### src/rtl/write_merge_buffer_if.sv
// Bus bundle for write_merge_buffer: the CPU-side word write port and the
// cache-line output port.
//   slave  : used by the merge buffer (takes word writes, produces lines)
//   master : used by the producer/consumer side (drives writes, accepts lines)
// Signals:
//   wr_valid/wr_ready         word write handshake
//   wr_addr, wr_data          byte address and write word
//   wr_byte_en                per-byte enable, bit0 = low byte
//   flush_req                 single-cycle request to emit the partial line
//   line_valid/line_ready     line handshake
//   line_addr, line_data      line address and merged line contents
//   line_byte_en              per-byte valid mask of the line
interface write_merge_buffer_if #(
  parameter int WORD_W = 16,
  parameter int LINE_W = 128,
  parameter int ADDR_W = 16
);
  localparam int WBYTES = WORD_W / 8;
  localparam int LBYTES = LINE_W / 8;
  localparam int OFF_W  = $clog2(LBYTES);

  logic                wr_valid;
  logic                wr_ready;
  logic [ADDR_W-1:0]   wr_addr;
  logic [WORD_W-1:0]   wr_data;
  logic [WBYTES-1:0]   wr_byte_en;
  logic                flush_req;
  logic                line_valid;
  logic                line_ready;
  logic [ADDR_W-OFF_W-1:0] line_addr;
  logic [LINE_W-1:0]   line_data;
  logic [LBYTES-1:0]   line_byte_en;

  modport slave (
    input  wr_valid, wr_addr, wr_data, wr_byte_en, flush_req, line_ready,
    output wr_ready, line_valid, line_addr, line_data, line_byte_en
  );

  modport master (
    output wr_valid, wr_addr, wr_data, wr_byte_en, flush_req, line_ready,
    input  wr_ready, line_valid, line_addr, line_data, line_byte_en
  );
endinterface

### src/rtl/write_merge_buffer.sv
// Write-combining line buffer. Byte-enabled word writes are merged into one
// line-wide register with a per-byte valid mask; the line is emitted with a
// valid/ready handshake when it fills, when a write targets another line, or
// on an explicit flush.
// Ports:
//   clk    rising-edge clock
//   reset  synchronous, active-high reset
//   bus    write_merge_buffer_if.slave (word write port + line output port)
//   idle   high only while the buffer holds nothing (EMPTY)
module write_merge_buffer #(
  parameter int WORD_W = 16,
  parameter int LINE_W = 128,
  parameter int ADDR_W = 16
) (
  input  logic                 clk,
  input  logic                 reset,
  write_merge_buffer_if.slave  bus,
  output logic                 idle
);
  localparam int WBYTES = WORD_W / 8;
  localparam int LBYTES = LINE_W / 8;
  localparam int OFF_W  = $clog2(LBYTES);
  localparam int WSH    = $clog2(WBYTES);
  localparam int TAG_W  = ADDR_W - OFF_W;
  localparam int WIDX_W = OFF_W - WSH;

  typedef enum logic [1:0] {EMPTY, FILLING, DRAIN} state_t;

  state_t              state_q, state_d;
  logic [TAG_W-1:0]    tag_q, tag_d;
  logic [LINE_W-1:0]   data_q, data_d;
  logic [LBYTES-1:0]   mask_q, mask_d;

  logic [TAG_W-1:0]    wr_tag;
  logic [WIDX_W-1:0]   word_idx;
  logic                tag_match;
  logic                accept;

  assign wr_tag    = bus.wr_addr[ADDR_W-1:OFF_W];
  assign word_idx  = bus.wr_addr[OFF_W-1:WSH];
  assign tag_match = (tag_q == wr_tag);

  // A write to a different line is stalled while FILLING; the producer keeps
  // it asserted and it is taken once the current line has drained.
  assign bus.wr_ready = !reset && (state_q != DRAIN) &&
                        !((state_q == FILLING) && !tag_match);
  assign accept       = bus.wr_valid && bus.wr_ready;

  assign bus.line_valid   = (state_q == DRAIN);
  assign bus.line_addr    = tag_q;
  assign bus.line_data    = data_q;
  assign bus.line_byte_en = mask_q;
  assign idle             = (state_q == EMPTY);

  always_comb begin
    // NOTE: every variable gets a default before any branch so no path can
    // leave it unassigned, which would infer a latch.
    state_d = state_q;
    tag_d   = tag_q;
    data_d  = data_q;
    mask_d  = mask_q;

    // Merge enabled bytes; an all-zero enable in EMPTY changes nothing.
    if (accept) begin
      for (int j = 0; j < WBYTES; j++) begin
        if (bus.wr_byte_en[j]) begin
          data_d[(int'(word_idx) * WBYTES + j) * 8 +: 8] = bus.wr_data[j*8 +: 8];
          mask_d[int'(word_idx) * WBYTES + j]            = 1'b1;
        end
      end
    end

    unique case (state_q)
      EMPTY: begin
        if (accept && (|bus.wr_byte_en)) begin
          tag_d   = wr_tag;
          state_d = FILLING;
        end
      end
      FILLING: begin
        // The full-mask test uses the post-merge mask so a write that
        // completes the line drains it on the following cycle.
        if ((bus.wr_valid && !tag_match) || bus.flush_req || (&mask_d))
          state_d = DRAIN;
      end
      DRAIN: begin
        if (bus.line_ready) begin
          state_d = EMPTY;
          data_d  = '0;
          mask_d  = '0;
        end
      end
      default: state_d = EMPTY;
    endcase
  end

  // NOTE: state registers are updated with non-blocking assignments so all
  // of them sample the same pre-edge values.
  // NOTE: the data register is reset too, because line_data is a visible
  // output that must read zero after reset.
  always_ff @(posedge clk) begin
    if (reset) begin
      state_q <= EMPTY;
      tag_q   <= '0;
      data_q  <= '0;
      mask_q  <= '0;
    end else begin
      state_q <= state_d;
      tag_q   <= tag_d;
      data_q  <= data_d;
      mask_q  <= mask_d;
    end
  end
endmodule

### src/flat_wrapper.sv
// flat-port wrapper written by rule: the top's interface ports become plain ports
module write_merge_buffer_flat 
#(
  parameter int WORD_W = 16,
  parameter int LINE_W = 128,
  parameter int ADDR_W = 16
)
  (clk, reset, idle, bus_wr_valid, bus_wr_addr, bus_wr_data, bus_wr_byte_en, bus_flush_req, bus_line_ready, bus_wr_ready, bus_line_valid, bus_line_addr, bus_line_data, bus_line_byte_en);
  write_merge_buffer_if #(.WORD_W(WORD_W), .LINE_W(LINE_W), .ADDR_W(ADDR_W)) bus_i ();
  input  logic clk;
  input  logic reset;
  output logic idle;
  input wire logic [$bits(bus_i.wr_valid)-1:0] bus_wr_valid;
  input wire logic [$bits(bus_i.wr_addr)-1:0] bus_wr_addr;
  input wire logic [$bits(bus_i.wr_data)-1:0] bus_wr_data;
  input wire logic [$bits(bus_i.wr_byte_en)-1:0] bus_wr_byte_en;
  input wire logic [$bits(bus_i.flush_req)-1:0] bus_flush_req;
  input wire logic [$bits(bus_i.line_ready)-1:0] bus_line_ready;
  output wire logic [$bits(bus_i.wr_ready)-1:0] bus_wr_ready;
  output wire logic [$bits(bus_i.line_valid)-1:0] bus_line_valid;
  output wire logic [$bits(bus_i.line_addr)-1:0] bus_line_addr;
  output wire logic [$bits(bus_i.line_data)-1:0] bus_line_data;
  output wire logic [$bits(bus_i.line_byte_en)-1:0] bus_line_byte_en;
  assign bus_i.wr_valid = bus_wr_valid;
  assign bus_i.wr_addr = bus_wr_addr;
  assign bus_i.wr_data = bus_wr_data;
  assign bus_i.wr_byte_en = bus_wr_byte_en;
  assign bus_i.flush_req = bus_flush_req;
  assign bus_i.line_ready = bus_line_ready;
  assign bus_wr_ready = bus_i.wr_ready;
  assign bus_line_valid = bus_i.line_valid;
  assign bus_line_addr = bus_i.line_addr;
  assign bus_line_data = bus_i.line_data;
  assign bus_line_byte_en = bus_i.line_byte_en;
  write_merge_buffer #(.WORD_W(WORD_W), .LINE_W(LINE_W), .ADDR_W(ADDR_W)) u_core (.clk(clk), .reset(reset), .bus(bus_i), .idle(idle));
endmodule
### config.mk
export PLATFORM = sky130hd
export DESIGN_NAME = write_merge_buffer_flat
export DESIGN_NICKNAME = d
export VERILOG_FILES = /design/src/rtl/write_merge_buffer_if.sv /design/src/rtl/write_merge_buffer.sv /design/src/flat_wrapper.sv
export SDC_FILE = /design/constraint.sdc
export NUM_CORES = 1
export LEC_CHECK = 0
export CAP_MARGIN = 20
export CORE_UTILIZATION = 51
export CTS_BUF_LIST = sky130_fd_sc_hd__clkbuf_4 sky130_fd_sc_hd__clkbuf_8 sky130_fd_sc_hd__clkbuf_16
export DETAILED_ROUTE_END_ITERATION = 6
export PLACE_DENSITY = 0.86
export SLEW_MARGIN = 15
export SYNTH_ARGS = -nofsm -noshare
export SYNTH_HDL_FRONTEND = slang
export SYNTH_SLANG_ARGS = --single-unit
### constraint.sdc
create_clock -name clk -period 6 [get_ports clk]
set_input_delay 0.6 -clock clk [delete_from_list [all_inputs] [get_ports clk]]
set_output_delay 0.6 -clock clk [all_outputs]
set_load 0.01 [all_outputs]
### Yosys cells after proc, flatten, opt, wreduce, memory -nomap -nowiden

Cells that the tools add are included.

| word-level totals | value |
|---|---|
| flip-flop bits (word level) | 158 |
| bits of input ports | 39 |
| output and inout bits | 159 |
| word-level logic and storage cells | 64 |

| operators by class | value |
|---|---|
| $add $sub $neg | 3 |
| order comparisons | 4 |
| equal/unequal tests | 7 |
| shift operators | 4 |
| multiplexer cells | 22 |
| bitwise operators | 2 |
| reductions and logical operators | 18 |

Operator list:

| kind | number |
|---|---|
| 128-bit two-way mux | 6 |
| 128-bit bitwise mux | 2 |
| 8-bit by 33-bit variable shift with 128-bit output, first input constant | 2 |
| 8-bit by 33-bit indexed part select with 128-bit output | 2 |
| 16-bit two-way mux | 6 |
| 32-bit negator with 33-bit output | 1 |
| 7-bit negator with 33-bit output | 1 |
| 32-bit by 1-bit >= comparator with 1-bit output, second input constant | 1 |
| 32-bit by 6-bit < comparator with 1-bit output, second input constant | 1 |
| 16-bit by 15-bit bitwise OR with 16-bit output | 1 |
| 16-bit bitwise OR | 1 |
| 16-bit AND reduction | 1 |
| 12-bit == test | 1 |
| 1-bit logical AND | 8 |
| 2-bit two-way mux | 3 |
| 2-bit inequality test, second input constant | 3 |
| 2-bit one-hot mux with 3 select lines | 1 |
| 4-bit by 1-bit adder with 5-bit output, second input constant | 1 |
| 4-bit by 5-bit < comparator with 1-bit output, second input constant | 1 |
| 1-bit demux with 4-bit select | 1 |
| 4-bit by 1-bit >= comparator with 1-bit output, second input constant | 1 |
| 1-bit demux with 3-bit select | 1 |
| 1-bit zero test | 3 |
| 3-bit AND reduction | 1 |
| 8 further kinds | 10 |

### Depth between registers and ports, before layout

| depth | value |
|---|---|
| word-level depth | 14 |
| mapped depth | 10 |
| gate-level depth less buffers | 8 |

### Worst setup path after synthesis

Ideal clock, no wire load.

| path | value |
|---|---|
| path type | input-to-reg |
| start | in bus_wr_addr[2] |
| end | reg u_core.data_q[48], in the netlist u_core.bus.line_data[48] |
| data arrival time | 2.591 ns |
| slack | 3.284 ns |
| stages on the path | 8 |
| buffers on the path | 1 |
| cell sequence | clkbuf_1 -> inv_1 -> ha_1 -> ha_1 -> nand2b_1 -> nor4_4 -> mux2i_1 -> nor2_1 |

| between the ends | value |
|---|---|
| cells in the longest elaborated chain, start to end | 10 |
| elaborated cells on any way between the ends | 15 |
| those cells by class | add/sub (3); shift (4); mux (8) |

Ends and longest elaborated chain:

| element | line | source |
|---|---|---|
| start: declaration | flat_wrapper.sv:14 | `input wire logic [$bits(bus_i.wr_addr)-1:0] bus_wr_addr;` |
| parallel branches: the longest is 6 deep, another holds 32-bit negator with 33-bit output | -- |  |
| 128-bit two-way mux (*) | write_merge_buffer.sv:66 | `if (bus.wr_byte_en[j]) begin` |
| 128-bit two-way mux (*) | write_merge_buffer.sv:64 | `if (accept) begin` |
| 128-bit two-way mux | write_merge_buffer.sv:87 | `if (bus.line_ready) begin` |
| 128-bit two-way mux (*) | write_merge_buffer.sv:73 | `unique case (state_q)` |
| end signal: assignment | write_merge_buffer.sv:110 | `data_q <= data_d;` |
| end: declaration | write_merge_buffer.sv:31 | `logic [LINE_W-1:0] data_q, data_d;` |

Every way passes the cells marked *. The select of a mux whose other input is x is not followed.
A chain may end at the register's enable or synchronous reset.

### Final worst setup path

| path | value |
|---|---|
| start | in bus_wr_addr[1] |
| end | reg u_core.data_q[100], in the netlist u_core.bus.line_data[100] |

The elaborated chain is that of the path after synthesis.

==> impl_metrics.toml <==
[outcome]
status = "finished, final reports clean"

[final_layout]
final_net_count = 933
layout-drive-gt1-share_pct = 7.77
area_growth_pct = 40.0
multi_input_area_sq_um = 3200
fillers = 932
ff_latch_area_sq_um = 3160
antenna_cells = 0
fin_area_sq_um = 9250

[synth]
postSynthAreaPerCell_sq_um = 9.33
ys_seq_area_share_pct = 47.9
yosys-top-cells-count = "dfxtp_1, nor2_1, mux2i_1"
syn-num-nets = 753
synth-edff-count = 0
postSynthCellCount = 708
synth_ff_type = "dfxtp_1"
yosysUniqueCellTypes = 56
syn_area_sq_um = 6600
synth_top_cells_by_area = "dfxtp_1, mux2i_1, nor2_1"
post-synth-top-count-cell = "dfxtp_1"
ys_ff_latch = 158
async_reset_ff_share_pct = 0
synth_warnings = 0
netlist.area_leader.share_pct = 47.9
synth_top_cell_by_area = "dfxtp_1"

[sta]
fin_setup_tns_ns = 0
slew-limit-headroom_pct = 32.8
finalClockSkew_ns = 0.00838
fin_crit_sh_pct = 63.3
rsz0062_at_grt = "no"
fmax_ghz = 0.263
tightest_slew_ns = 1.00
final.min_clock_period_ns = 3.80
hold_violations = 0
final_max_slew_viol_count = 0
setup_violations = 0

[pwr]
power.total_mw = 2.39
power.density_nw_per_um2 = 259
p_leak_nw = 3.26
peakVddDrop_uv = 248
power_frac_comb_pct = 7.8
p_int_mw = 1.80
switchingPower_mw = 0.592
power_frac_seq_pct = 44.5
swShare_pct = 24.7
p_clk_share_pct = 47.7

[clock_tree]
cts_htree_levels = 4
clk_pin_slew_ns = 0.06
ctsHoldBuffers = 0
clkSinkCount = 158
post_cts.repair.setup_buffers = 0
cts_resized = 0
cts_buffer_depth = 2
cts-root-buf = "clkbuf_16"
tritoncts = "yes"
cts_made_buffers = 17
clock_latency_ns = 0.43

[critical_path]
r2r-start = "u_core.bus.line_addr[2]"
cp_max_fo = 20
worstSetupStartpointType = "input pin"
critical_path_arrival_ns = 4.07
critPathKind = "in2reg"
worstSetupStartpoint = "bus_wr_addr[1]"
crit_path_end_kind = "register"
critPathMaxStageDelay_ns = 0.90
crit_end = "u_core.bus.line_data[100]"
cp_slowest_cell = "clkdlybuf4s50_1"
cp_cell_sequence = "clkdlybuf4s50_1 -> inv_1 -> ha_1 -> ha_1 -> nor2_1 -> nand2_1 -> or4_1 -> mux2i_1 -> nor2_1"
r2r_setup_slack_ns = 2.96
crit_required_ns = 6.27
ff2ff_path_depth = 7
regToRegEndpoint = "u_core.state_q[0]"

[die]
start_util_pct = 52.3
fp.dieW_um = 116
placementRows = 41
dieHeight_um = 116
core_sq_um = 12600
ios = 198
die-area_sq_um = 13400

[routing]
drc = 0
ant_nets = 0
wl_mm = 18.2
drt_iter0_drc = 475
avgViaCountPerCell = 5.42
avgRoutedWirePerCell_um = 17.0
firstDrtPassIters = 6
vias = 5815

[global_route]
grt_start_max_net_pins = 87
grt_overflow = 0
track_usage_pct = 27.7
grt_pass1_wl_mm = 28.5
grt_pass1_vias = 5581
antenna_found_initial = 0

[run]
cap_violations = 0

[place]
io_buffer_count = 196
place_hpwl_mm = 12.3
gp_congestion = 0.835
dpl_cell_area_sq_um = 8620

[hold_path]
hold_path_class = "reg2reg"
kinds of logic after synthesis:
logic type | share of synthesized area [%]
AOI/OAI and AO/OA | 8.91
xor gates and xnor gates | 1.71
adders and majority gates | 1.14
buffers and inverters | 3.79
DFF | 47.9
muxes | 13.8
and+or+nand+nor | 22.8
state kept, by name (all words and copies together) (netlist names):
| register | flops |
|---|---|
| u_core.bus.line_addr | 12 |
| u_core.bus.line_byte_en | 16 |
| u_core.bus.line_data | 128 |
| u_core.state_q | 2 |
layout by cell type (no fill, tap or decap), types with 4 or more instances in the layout:
cell type	count
o2111ai_1	5
dfxtp_1	158
ha_1	6
xnor2_1	11
clkdlybuf4s50_1	196
nand2_1	46
a211oi_1	4
clkbuf_16	17
mux2i_1	91
buf_4	6
inv_1	6
and2_2	8
a31oi_1	7
nand3_1	55
a21oi_1	59
nor3_4	4
and2_1	10
nand2b_1	20
inv_6	7
and3_1	15
nor2_1	114
metrics by stage:
step / hold slack, ns / utilization (%) / instances / setup slack, ns
final: 0.453 / 73.3 / 1073 / 2.20
after global routing: 0.476 / 73.3 / 1073 / 1.94
after CTS: 0.454 / 73.2 / 1072 / 2.23
after detailed placement: 0.447 / 68.3 / 1040 / 1.83
after global placement: 0.439 / 68.3 / 1040 / 1.93
after floorplan: 0.474 / - / 708 / 3.28
per-layer routing:
layer | vias up | GRT usage [%] | wire length (um)
li1 | 2808 | - | -
met1 | 2751 | 33.7 | 7510
met2 | 233 | 45.2 | 8760
met3 | 23 | 9.52 | 1690
met4 | 0 | 10.9 | 255
met5 | - | 0 | 0
power by group through the flow:
stage | clock network, mW | registers [mW] | logic, mW
final | 1.14 | 1.07 | 0.186
after global routing | 1.20 | 1.07 | 0.201
after CTS | 1.15 | 1.07 | 0.186
after global placement | 0 | 1.09 | 0.182
after detailed placement | 0 | 1.09 | 0.185
after floorplan | 0 | 1.09 | 0.104
worst max-delay path: cells and delay by family:
family	cells	cell delay [ns]
mux	1	0.26
fa+ha+maj	2	0.59
buf+inv	2	1.24
simple gates	4	1.38
cell type report:
class                      instances  share of cell area [%]
sequential                       158                    34.2
inverter                           8                   0.325
timing repair buffer             203                    21.8
clock inverter                    15                    2.12
clock buffer                      17                    4.60
tap                              172                    2.33
multi-input combinational        500                    34.6
worst min-delay path by stage:
stage	start	end	slack, ns	cells after the start
after detailed placement	u_core.bus.line_data[77]	u_core.bus.line_data[77]	0.45	2
after global placement	u_core.bus.line_data[77]	u_core.bus.line_data[77]	0.44	2
final	u_core.bus.line_data[8]	u_core.bus.line_data[8]	0.45	2
after CTS	u_core.bus.line_data[77]	u_core.bus.line_data[77]	0.45	2
after global routing	u_core.bus.line_data[93]	u_core.bus.line_data[93]	0.48	2
after floorplan	u_core.bus.line_data[72]	u_core.bus.line_data[72]	0.47	2
Note: power is estimated with default switching activity, not from simulation.
==> patch, RTL diff (same settings) <==
Reset style: asynchronous (`reset`), changed in one clocked block. Comments in the files are not updated.
--- a/src/rtl/write_merge_buffer.sv
+++ b/src/rtl/write_merge_buffer.sv
@@ -98,7 +98,7 @@
   // of them sample the same pre-edge values.
   // NOTE: the data register is reset too, because line_data is a visible
   // output that must read zero after reset.
-  always_ff @(posedge clk) begin
+  always_ff @(posedge clk or posedge reset) begin
     if (reset) begin
       state_q <= EMPTY;
       tag_q   <= '0;
Function: changed (Yosys sat finds a counterexample within 4 cycles, from zero or initial values and one cycle with reset high; the reset may be asserted at any time).
==> patch against the unedited design <==
Design area grew 7.5%; critical endpoint is now u_core.bus.line_data[70]$_DFF_PP0_; wire length grew 14%; sequential cell count is the same; register-to-register slack gained 50 ps; synthesized area grew 9.7%; worst setup slack lost 28 ps.
Power is not compared: it rests on default switching activity, and its combinational part moved more than twofold at a synthesized area within 25%.
==> patch: results <==
group,metric,value,unit
status,status,"finished clean",
route,dr.pass1.iters,5,
placed_design,dp.final_hpwl,13800,µm
yosys,synthTopCellsByCount,"158 x dfrtp_1, 104 x nand2_1, 98 x a21oi_1",
grt,grt_pass1_vias,6299,
finish,syn_to_final_growth,37.2,%
route,via_count,6347,
sta,skew,6.62,ps
sta,worst_slew_pin_slew,968,ps
finish,fill_cells,1035,
yosys,yosysSeqAreaShare,54.6,%
cts,cts_hold_buf,0,
cts,root_buffer,"clkbuf_16",
yosys,synth-main-ff-cell,"dfrtp_1",
grt,grt_pass1_wl,32800,µm
finish,seq_area_share,39.8,%
finish,post_route_cells_drive_above_1_share,8.48,%
power,swShare,29.7,%
finish,buf_share,20.3,%
cts,clk_latency,420,ps
finish,largest_reg_flops,128,
cts,clk_pin_slew,60,ps
yosys,syn-num-nets,782,
setup_path,worst-r2r-cell-count,7,
setup_path,max_stage_delay,920,ps
placed_design,routabilityCongestion,0.793,
finish,clk_share,6.68,%
power,leakagePower,4.34,nW
cts,max-clock-path-buffers,2,
power,comb_power,0.959,mW
finish,diodes,0,
placed_design,place_area,0.00927,mm²
setup_path,crit_arrival,4160,ps
setup_path,crit_slowest_cell,"clkdlybuf4s50_1",
setup_path,worst-path-max-fanout,18,
yosys,synth.avg_cell_area,9.83,µm²
setup_path,r2r_slack,3010,ps
power,pg_clk,1.20,mW
yosys,synth_area_leaders,"dfrtp_1 55%, a21oi_1 6.8%, nand3_1 5.5%",
finish,inverters_excl_clock,10,
finish,clock_buffers,22,
yosys,async_flop_share,100,%
route,first_iter_violations,577,
yosys,ys_warn_count,0,
grt,track_usage,29.2,%
power,vdd.ir_drop.worst,0.000227,V
finish,nNetsFinal,952,
finish,nFlopsAndLatches,158,
yosys,yosysUniqueCellTypes,52,
route,drt-total-wl,20700,µm
grt,grt_start_max_net_pins,85,
finish,multi_input_area_share,30.5,%
finish,multi_input_cells,517,
[patch: per-layer routing]
| metal | GRT usage, % | wire [µm] |
|---|---|---|
| met3 | 7.57 | 1700 |
| met5 | 0 | 0 |
| met1 | 38.6 | 8700 |
| met4 | 11.8 | 488 |
| met2 | 45.9 | 9830 |
[patch: worst paths after layout]
kind | startpoint | end
max | bus_wr_addr[3] | u_core.bus.line_data[70]$_DFF_PP0_
min | u_core.bus.line_data[25]$_DFF_PP0_ | u_core.bus.line_data[25]$_DFF_PP0_
max reg2reg | u_core.bus.line_addr[5]$_DFFE_PP0P_ | u_core.bus.line_addr[5]$_DFFE_PP0P_
min reg2reg | u_core.bus.line_data[25]$_DFF_PP0_ | u_core.bus.line_data[25]$_DFF_PP0_
max in group asynchronous | reset | u_core.bus.line_byte_en[10]$_DFF_PP0_
min in group asynchronous | reset | u_core.bus.line_addr[6]$_DFFE_PP0P_
[patch: cells by family (layout without fill, tap and decap cells)]
logic type,after synthesis,in the layout,share of synthesized area [%]
and+or+nand+nor,320,320,21.8
DFF,158,158,54.6
AOI/OAI and AO/OA,128,128,10.2
buffers and inverters,62,245,3.59
muxes,51,51,7.33
xor gates and xnor gates,12,12,1.45
adders and majority gates,6,6,1.04
[patch: worst min-delay path, delay by kind of cell, from the launching register on]
kind,cells,cell delay (ps)
simple gates,1,60
flops,1,370
compound gates,1,50
[patch: per-stage QoR]
step	utilization, %	setup WS [ps]	instances	total power, mW	hold slack (ps)
4_1_cts	71.6	2250	1100	3.54	523
6_report	71.6	2180	1100	3.53	523
5_1_grt	71.6	1980	1100	3.67	533
3_3_place_gp	66.7	1890	1067	2.30	496
3_5_place_dp	66.8	1820	1068	2.33	505
2_1_floorplan	-	315	737	1.84	544
